### src/rtl/jump_ctrl_if.sv
// Signal bundle between the jump controller and the rest of the jump-game
// datapath: button, landing-checker verdict, stage-manager scroll and the
// controller's position/state outputs.
interface jump_ctrl_if;
   logic       press;
   logic       game_over;
   logic       on_second;
   logic       scroll_done;
   logic [9:0] scroll_shift;
   logic       restart;
   logic [9:0] man_x;
   logic [9:0] charge;
   logic       jumping;
   logic       land;
   logic       dead;

   // Environment side: drives the button, checker and scroll inputs.
   modport master (
      output press, game_over, on_second, scroll_done, scroll_shift, restart,
      input  man_x, charge, jumping, land, dead
   );

   // Controller side.
   modport slave (
      input  press, game_over, on_second, scroll_done, scroll_shift, restart,
      output man_x, charge, jumping, land, dead
   );
endinterface

### src/rtl/jump_ctrl.sv
// Player jump controller: converts button hold time into a jump distance,
// walks man_x one pixel at a time, then acts on the landing checker's verdict
// (back to idle, wait for the scene scroll, or freeze dead until restart).
module jump_ctrl #(
   parameter int CHARGE_DIV = 4,
   parameter int STEP_DIV   = 2,
   parameter int MAX_CHARGE = 300,
   parameter int X_INIT     = 100,
   parameter int X_MAX      = 639
) (
   input logic        clk,
   input logic        rst_n,
   jump_ctrl_if.slave bus
);

   localparam int PW = (CHARGE_DIV > 1) ? $clog2(CHARGE_DIV) : 1;
   localparam int SW = (STEP_DIV > 1) ? $clog2(STEP_DIV) : 1;

   localparam logic [PW-1:0] PRE_WRAP  = PW'(CHARGE_DIV - 1);
   localparam logic [SW-1:0] STEP_WRAP = SW'(STEP_DIV - 1);
   localparam logic [9:0]    CHG_SAT   = 10'(MAX_CHARGE);
   localparam logic [9:0]    X_START   = 10'(X_INIT);
   localparam logic [9:0]    X_LIMIT   = 10'(X_MAX);

   typedef enum logic [2:0] {
      IDLE,
      CHARGE,
      JUMP,
      LAND,
      WAIT_SCROLL,
      DEAD
   } state_t;

   state_t        state_q, state_d;
   logic          press_prev_q;
   logic [9:0]    man_x_q, man_x_d;
   logic [9:0]    charge_q, charge_d;
   logic [9:0]    remaining_q, remaining_d;
   logic [PW-1:0] pre_q, pre_d;
   logic [SW-1:0] step_q, step_d;

   // State and datapath registers; press_prev resets high so a button held
   // through reset is not seen as a fresh press.
   // NOTE: sequential state uses non-blocking assignments so every register
   // samples the pre-edge values, independent of statement order.
   always_ff @(posedge clk or negedge rst_n) begin
      if (!rst_n) begin
         state_q      <= IDLE;
         press_prev_q <= 1'b1;
         man_x_q      <= X_START;
         charge_q     <= '0;
         remaining_q  <= '0;
         pre_q        <= '0;
         step_q       <= '0;
      end else begin
         state_q      <= state_d;
         press_prev_q <= bus.press;
         man_x_q      <= man_x_d;
         charge_q     <= charge_d;
         remaining_q  <= remaining_d;
         pre_q        <= pre_d;
         step_q       <= step_d;
      end
   end

   // Next-state and datapath update for each phase of a jump.
   // NOTE: every signal gets a hold default first, so no path through the
   // case statement can leave one unassigned and infer a latch.
   always_comb begin
      state_d     = state_q;
      man_x_d     = man_x_q;
      charge_d    = charge_q;
      remaining_d = remaining_q;
      pre_d       = pre_q;
      step_d      = step_q;

      case (state_q)
         IDLE: begin
            if (bus.press && !press_prev_q) begin
               state_d  = CHARGE;
               charge_d = '0;
               pre_d    = '0;
            end
         end

         CHARGE: begin
            if (bus.press) begin
               if (pre_q == PRE_WRAP) begin
                  pre_d = '0;
                  if (charge_q != CHG_SAT) charge_d = charge_q + 10'd1;
               end else begin
                  pre_d = pre_q + 1'b1;
               end
            end else if (charge_q == '0) begin
               // Tap too short to earn any distance: no jump, no landing.
               state_d = IDLE;
            end else begin
               state_d     = JUMP;
               remaining_d = charge_q;
               step_d      = '0;
            end
         end

         JUMP: begin
            if (man_x_q >= X_LIMIT) begin
               // Already at the right edge: land without moving.
               state_d = LAND;
            end else if (step_q == STEP_WRAP) begin
               step_d      = '0;
               man_x_d     = man_x_q + 10'd1;
               remaining_d = remaining_q - 10'd1;
               if (remaining_q == 10'd1 || man_x_q + 10'd1 == X_LIMIT)
                  state_d = LAND;
            end else begin
               step_d = step_q + 1'b1;
            end
         end

         LAND: begin
            if (bus.game_over)      state_d = DEAD;
            else if (bus.on_second) state_d = WAIT_SCROLL;
            else                    state_d = IDLE;
         end

         WAIT_SCROLL: begin
            if (bus.scroll_done) begin
               man_x_d = (man_x_q > bus.scroll_shift) ? man_x_q - bus.scroll_shift : '0;
               state_d = IDLE;
            end
         end

         DEAD: begin
            if (bus.restart) begin
               state_d = IDLE;
               man_x_d = X_START;
            end
         end

         default: state_d = IDLE;
      endcase
   end

   assign bus.man_x   = man_x_q;
   assign bus.charge  = charge_q;
   assign bus.jumping = (state_q == CHARGE) || (state_q == JUMP);
   assign bus.land    = (state_q == LAND);
   assign bus.dead    = (state_q == DEAD);

endmodule

### src/flat_wrapper.sv
// flat-port wrapper written by rule: the top's interface ports become plain ports
module jump_ctrl_flat 
#(
   parameter int CHARGE_DIV = 4,
   parameter int STEP_DIV   = 2,
   parameter int MAX_CHARGE = 300,
   parameter int X_INIT     = 100,
   parameter int X_MAX      = 639
)
  (clk, rst_n, bus_press, bus_game_over, bus_on_second, bus_scroll_done, bus_scroll_shift, bus_restart, bus_man_x, bus_charge, bus_jumping, bus_land, bus_dead);
  jump_ctrl_if bus_i ();
  input logic clk;
  input logic rst_n;
  input wire logic [$bits(bus_i.press)-1:0] bus_press;
  input wire logic [$bits(bus_i.game_over)-1:0] bus_game_over;
  input wire logic [$bits(bus_i.on_second)-1:0] bus_on_second;
  input wire logic [$bits(bus_i.scroll_done)-1:0] bus_scroll_done;
  input wire logic [$bits(bus_i.scroll_shift)-1:0] bus_scroll_shift;
  input wire logic [$bits(bus_i.restart)-1:0] bus_restart;
  output wire logic [$bits(bus_i.man_x)-1:0] bus_man_x;
  output wire logic [$bits(bus_i.charge)-1:0] bus_charge;
  output wire logic [$bits(bus_i.jumping)-1:0] bus_jumping;
  output wire logic [$bits(bus_i.land)-1:0] bus_land;
  output wire logic [$bits(bus_i.dead)-1:0] bus_dead;
  assign bus_i.press = bus_press;
  assign bus_i.game_over = bus_game_over;
  assign bus_i.on_second = bus_on_second;
  assign bus_i.scroll_done = bus_scroll_done;
  assign bus_i.scroll_shift = bus_scroll_shift;
  assign bus_i.restart = bus_restart;
  assign bus_man_x = bus_i.man_x;
  assign bus_charge = bus_i.charge;
  assign bus_jumping = bus_i.jumping;
  assign bus_land = bus_i.land;
  assign bus_dead = bus_i.dead;
  jump_ctrl #(.CHARGE_DIV(CHARGE_DIV), .STEP_DIV(STEP_DIV), .MAX_CHARGE(MAX_CHARGE), .X_INIT(X_INIT), .X_MAX(X_MAX)) u_core (.clk(clk), .rst_n(rst_n), .bus(bus_i));
endmodule
### config.mk
export PLATFORM = sky130hd
export DESIGN_NAME = jump_ctrl_flat
export DESIGN_NICKNAME = d
export VERILOG_FILES = /design/src/rtl/jump_ctrl_if.sv /design/src/rtl/jump_ctrl.sv /design/src/flat_wrapper.sv
export SDC_FILE = /design/constraint.sdc
export NUM_CORES = 1
export LEC_CHECK = 0
export BUFFER_PORTS_ARGS = -buffer_cell sky130_fd_sc_hd__buf_4
export CAP_MARGIN = 25
export CORE_AREA = 2 2 72 74
export CTS_CLUSTER_DIAMETER = 40
export DETAILED_ROUTE_END_ITERATION = 16
export DIE_AREA = 0 0 74 76
export PLACE_DENSITY = 0.81
export RECOVER_POWER = 25
export SETUP_SLACK_MARGIN = 0.15
export SYNTH_ARGS = -nofsm -noshare
export SYNTH_HDL_FRONTEND = slang
export SYNTH_SLANG_ARGS = --single-unit
### constraint.sdc
create_clock -name clk -period 3.2 [get_ports clk]
set_input_delay 0.48 -clock clk [delete_from_list [all_inputs] [get_ports clk]]
set_output_delay 0.48 -clock clk [all_outputs]
set_load 0.05 [all_outputs]
After elaboration in Yosys (flattened, before gate mapping)
Index checks and enable logic that the tools add are counted.

storage, ports and cells
  register bits = 37
  bits of input ports = 17
  output and inout port bits = 23
  logic and storage cells = 87

operators by class
  add/sub/neg operators = 6
  $lt $le $gt $ge = 2
  eq/ne operators = 21
  muxes and demuxes = 36
  reduce and logical (&&, ||, !) cells = 15

operator list
  kind                     number
  $mux W10                 13
  $pmux W10 S2             2
  $pmux W10 S3             1
  $mux W3                  9
  $add A10 B1 Y10 const B  2
  $pmux W3 S6              1
  $reduce_and A5 Y1        3
  $ne A2 B2 Y1 const B     6
  $eq A10 B1 Y1 const B    1
  $eq A10 B10 Y1 const B   1
  $ge A10 B10 Y1 const B   1
  $gt A10 B10 Y1           1
  $logic_not A10 Y1        1
  $ne A10 B9 Y1 const B    1
  $sub A10 B1 Y10 const B  1
  $sub A10 B10 Y10         1
  $mux W2                  4
  $ne A2 B1 Y1 const B     4
  $eq A3 B2 Y1 const B     2
  $eq A3 B3 Y1 const B     2
  $ne A3 B1 Y1 const B     2
  $reduce_and A6 Y1        1
  $mux W1                  4
  $pmux W2 S2              1
  13 further kinds         15

Longest topological paths before layout
  depth after elaboration = 7
  depth in mapped cells = 9
  gate-level depth less buffers = 9

Least setup slack after synthesis
OpenSTA, ideal clock, no wires.

  kind = register -> register
  from = register u_core.man_x_q[0], in the netlist u_core.bus.man_x[0]
  to = register u_core.man_x_q[7], in the netlist u_core.bus.man_x[7]
  setup time = 0.083 ns
  arrival time = 2.636 ns
  required time = 3.117 ns
  setup slack = 0.480 ns
  cell stages (with the launch flop) = 10
  buffers on the path = 0
  period minus slack after synthesis = 2.720 ns
  path through = dfrtp_1 > inv_1 > ha_1 > fa_1 > nand2b_1 > a21oi_1 > o21ai_0 > a211oi_2 > a22oi_1 > o21ai_0

on the way
  longest elaborated chain between the ends = 4

RTL lines
  what                                      line                                source
  start, declared                           jump_ctrl.sv:36                     logic [9:0] man_x_q, man_x_d;
  start signal, assigned                    jump_ctrl.sv:58                     man_x_q <= man_x_d;
  $sub A10 B10 Y10 (tied with other cells)  jump_ctrl.sv:127                    man_x_d = (man_x_q > bus.scroll_shift) ? man_x_q - bus.scroll_shift : '0;
  $mux W10 (on tied branches)               jump_ctrl.sv:127, jump_ctrl.sv:108
  $mux W10 (on tied branches)               jump_ctrl.sv:126, jump_ctrl.sv:105
  $pmux W10 S3                              jump_ctrl.sv:77                     case (state_q)

Parallel ways exist; a longest one is shown, timed or not. The select of a mux whose other input is x is not followed.
A chain may end at the register's enable or synchronous reset.

Worst setup path after layout
  from = register u_core.man_x_q[0], in the netlist u_core.bus.man_x[0]
  to = register u_core.man_x_q[3], in the netlist u_core.bus.man_x[3]

Same word-level chain as after synthesis.

==> metrics <==
status finished with violations; violated checks capacitance limit, slew limit; Leak between 1 and 1.5 nW; Clock H-tree levels 2; DR pass1 iterations 5; clock skew 0.003496 ns; vias 2,661; highest clock rate about 370 MHz; Place WS 0.5822 ns; P per Cell Area 797.7 nW/µm²; fin crit period between 2 and 3 ns; worst path cell trace inv_1 > ha_1 > fa_1 > nand2b_1 > a21oi_1 > o21ai_0 > a211oi_2 > buf_4 > nand4_1 > o311ai_0; Mean Syn Cell Area 8.283 µm²; WS Path Type reg -> reg; IO Count 40; cts hold-fix bufs 0; switching fraction of total power 0.4882; Rel. slew slack -0.2863; Max Cap Viol 1; Post-Synth Adder-Cell Area 0.08540; initial antenna violation count 0; Switch Pwr 0.001236 W; number of global-route vias before repair around 2,500; final setup vio count 0; critical path endpoint category flop; Synth Area in Compound Gates 0.2342; post-synthesis mux area share 0.004132; Final ANT Viol Nets 0; Pint 0.001296 W; Core ar. between 4000 and 5000 µm²; clk buf depth 2; Slew @ Worst Pin 1.929 ns; drt total wl 6679 µm; fin crit share 0.8345; vias per inst 6.034; Worst-Skew Late Latency 0.29 ns; distinct cell type count after synthesis 53; CP top delay family compound AO/OA/AOI/OAI gates; n_diodes 0; Slowest-stage cell, CP dfrtp_1; nets@finish ~400; most frequent cells in the layout buf_4, nor2_1, dfrtp_1; Mapped Cells 329; Synth Cell Area 2725 µm²; Horiz. Die Dim 74 µm; DRC 0; die area 5624 µm²; Root Buffer clkbuf_8; Num Clock Sinks 37; XOR/XNOR Fraction of Synth Area 0.05464; Clock Pin Slew Worst Setup and Hold Paths 0.07 ns; Die Y ~76 µm; setup TNS 0 ns; syn nets 364; largest family of logic cells by synthesized area compound AO/OA/AOI/OAI gates; Post-Synth Simple-Gate Area 0.2309; Critical Path Max Stage Delay approximately 0.45 ns; most common cell after layout, fill and taps aside buf_4; Yosys Warn Count 0; total track usage 0.2559; Rows 26; area added between synthesis and finish 16.48%; clock share of power 0.133; Final Hold Violating Endpoints 0; Hold WC Path Type in -> reg; layout cells sized above 1 0.1563; starting DRC count in detailed routing 178; Seq/Total Area, Yosys 0.3416; Post-CTS Setup Repair Bufs 0; Buffers & Inverters on Critical Path 2; Gate power share 0.541; gp weighted congestion 0.8278; worst vdd ir 0.4074 mV; Worst setup SP type flop; CTS Buf Count 5; Req. time, crit path between 3 and 4 ns; RSZ-0062 raised after global routing no; Yosys reg bits 37; max-slew violations 38; initial core utilization 0.5548; largest net degree at the start of global routing 38; data arrival time of the worst path about 2.8 ns; worst setup margin roughly 0.53 ns; Main synth FF type dfrtp_1; async set-or-reset flop fraction in the synthesized netlist 1.000; first-pass GRT wire length about 12,000 µm; CTS tree done; number of enable flip-flop cells after synthesis 0; routed len/inst 15.15 µm; post-cts sizing count 0; maximum net fanout on the critical path 10; I/O Buffers 39; DP HPWL 5020 µm; Congestion Overflow GR 0; Flop pwr share 0.326
## power by group through the flow
stage / registers, W / clock network (W) / logic (W)
finish: 0.000826 / 0.000337 / 0.00137
global route: 0.000856 / 0.000370 / 0.00150
CTS: 0.000822 / 0.000340 / 0.00136
detailed placement: 0.000829 / 0 / 0.00135
global placement: 0.000821 / 0 / 0.00131
floorplan: 0.000942 / 0 / 0.000872
## cell type report
class                   instances  area [µm²]
clock buffers                   8       90.09
multi-input cells             260        1660
inverters                      22       82.58
fillers                       424        1738
flip-flops and latches         37       930.9
well taps                      70       87.58
repair buffers                 44       322.8
## Yosys cell counts (all sizes together), types with 2 or more instances
library cell  instances  area (µm²)
nor2b                 2       12.51
a31oi                 4       25.02
o22ai                 2       12.51
and4                  2       17.52
ha                   17       212.7
o21a                  5       37.54
nand3                19       95.09
a21oi                29       145.1
nor4                  5       31.28
dfrtp                33       825.8
a21o                  2       15.01
dfstp                 4       105.1
clkbuf                4       15.01
a211oi                3       27.52
buf                   6       36.28
o211ai                3       22.52
o31ai                 3       22.52
nor3                 10       50.05
xnor2                12       105.1
nand4                 6       37.54
nand2b                7       43.79
nand3b                5       37.54
or3                   3       23.77
nand2                26       97.59
a22o                  5       43.79
o21ai                32       160.2
nor2                 33       123.9
xor2                  5       43.79
inv                  22       82.58
## metrics by stage
stage | cells | cell area (µm²) | utilization | power (W) | hold WS [ns]
3_5_place_dp | 433 | 3092 | 0.6294 | 0.002179 | 0.4718
4_1_cts | 441 | 3182 | 0.6477 | 0.002520 | 0.1534
5_1_grt | 441 | 3174 | 0.6462 | 0.002726 | 0.3136
3_3_place_gp | 433 | 3092 | 0.6294 | 0.002135 | 0.4682
2_1_floorplan | 329 | 2725 | - | 0.001814 | 0.1844
6_report | 441 | 3174 | 0.6462 | 0.002532 | 0.3158
## flip-flops by register name (all words and copies together) (netlist names)
register / flops
u_core.bus.charge: 10
u_core.bus.man_x: 10
u_core.pre_q: 2
u_core.press_prev_q: 1
u_core.remaining_q: 10
u_core.state_q: 3
u_core.step_q: 1
## metal layers
metal / vias to the layer above / global-route usage / routed length, µm
li1: 1277 / - / -
met1: 1270 / 0.3305 / 2773
met2: 91 / 0.4152 / 3404
met3: 23 / 0.04497 / 311
met4: 0 / 0.1073 / 189
met5: - / 0 / 0
## kinds of logic (layout without fill, tap and decap cells)
family | count (synthesis) | count (layout)
AOI/OAI and AO/OA | 100 | 100
xor gates and xnor gates | 17 | 17
adders and majority gates | 18 | 18
buffers and inverters | 32 | 74
DFF | 37 | 37
muxes | 1 | 1
and+or+nand+nor | 124 | 124
## final timing paths
check | from | endpoint | slack [ns] | depth (start not counted)
min reg2reg | u_core.pre_q[0] | u_core.pre_q[0] | 0.50 | 1
max in group asynchronous | rst_n | u_core.remaining_q[9] | 1.38 | 1
min in group asynchronous | rst_n | u_core.bus.charge[3] | 0.72 | 1
max reg2reg | u_core.bus.man_x[0] | u_core.bus.man_x[3] | 0.53 | 10
min | bus_press | u_core.press_prev_q | 0.32 | 1
max | u_core.bus.man_x[0] | u_core.bus.man_x[3] | 0.53 | 10
Power figures use the tool's default switching activity.
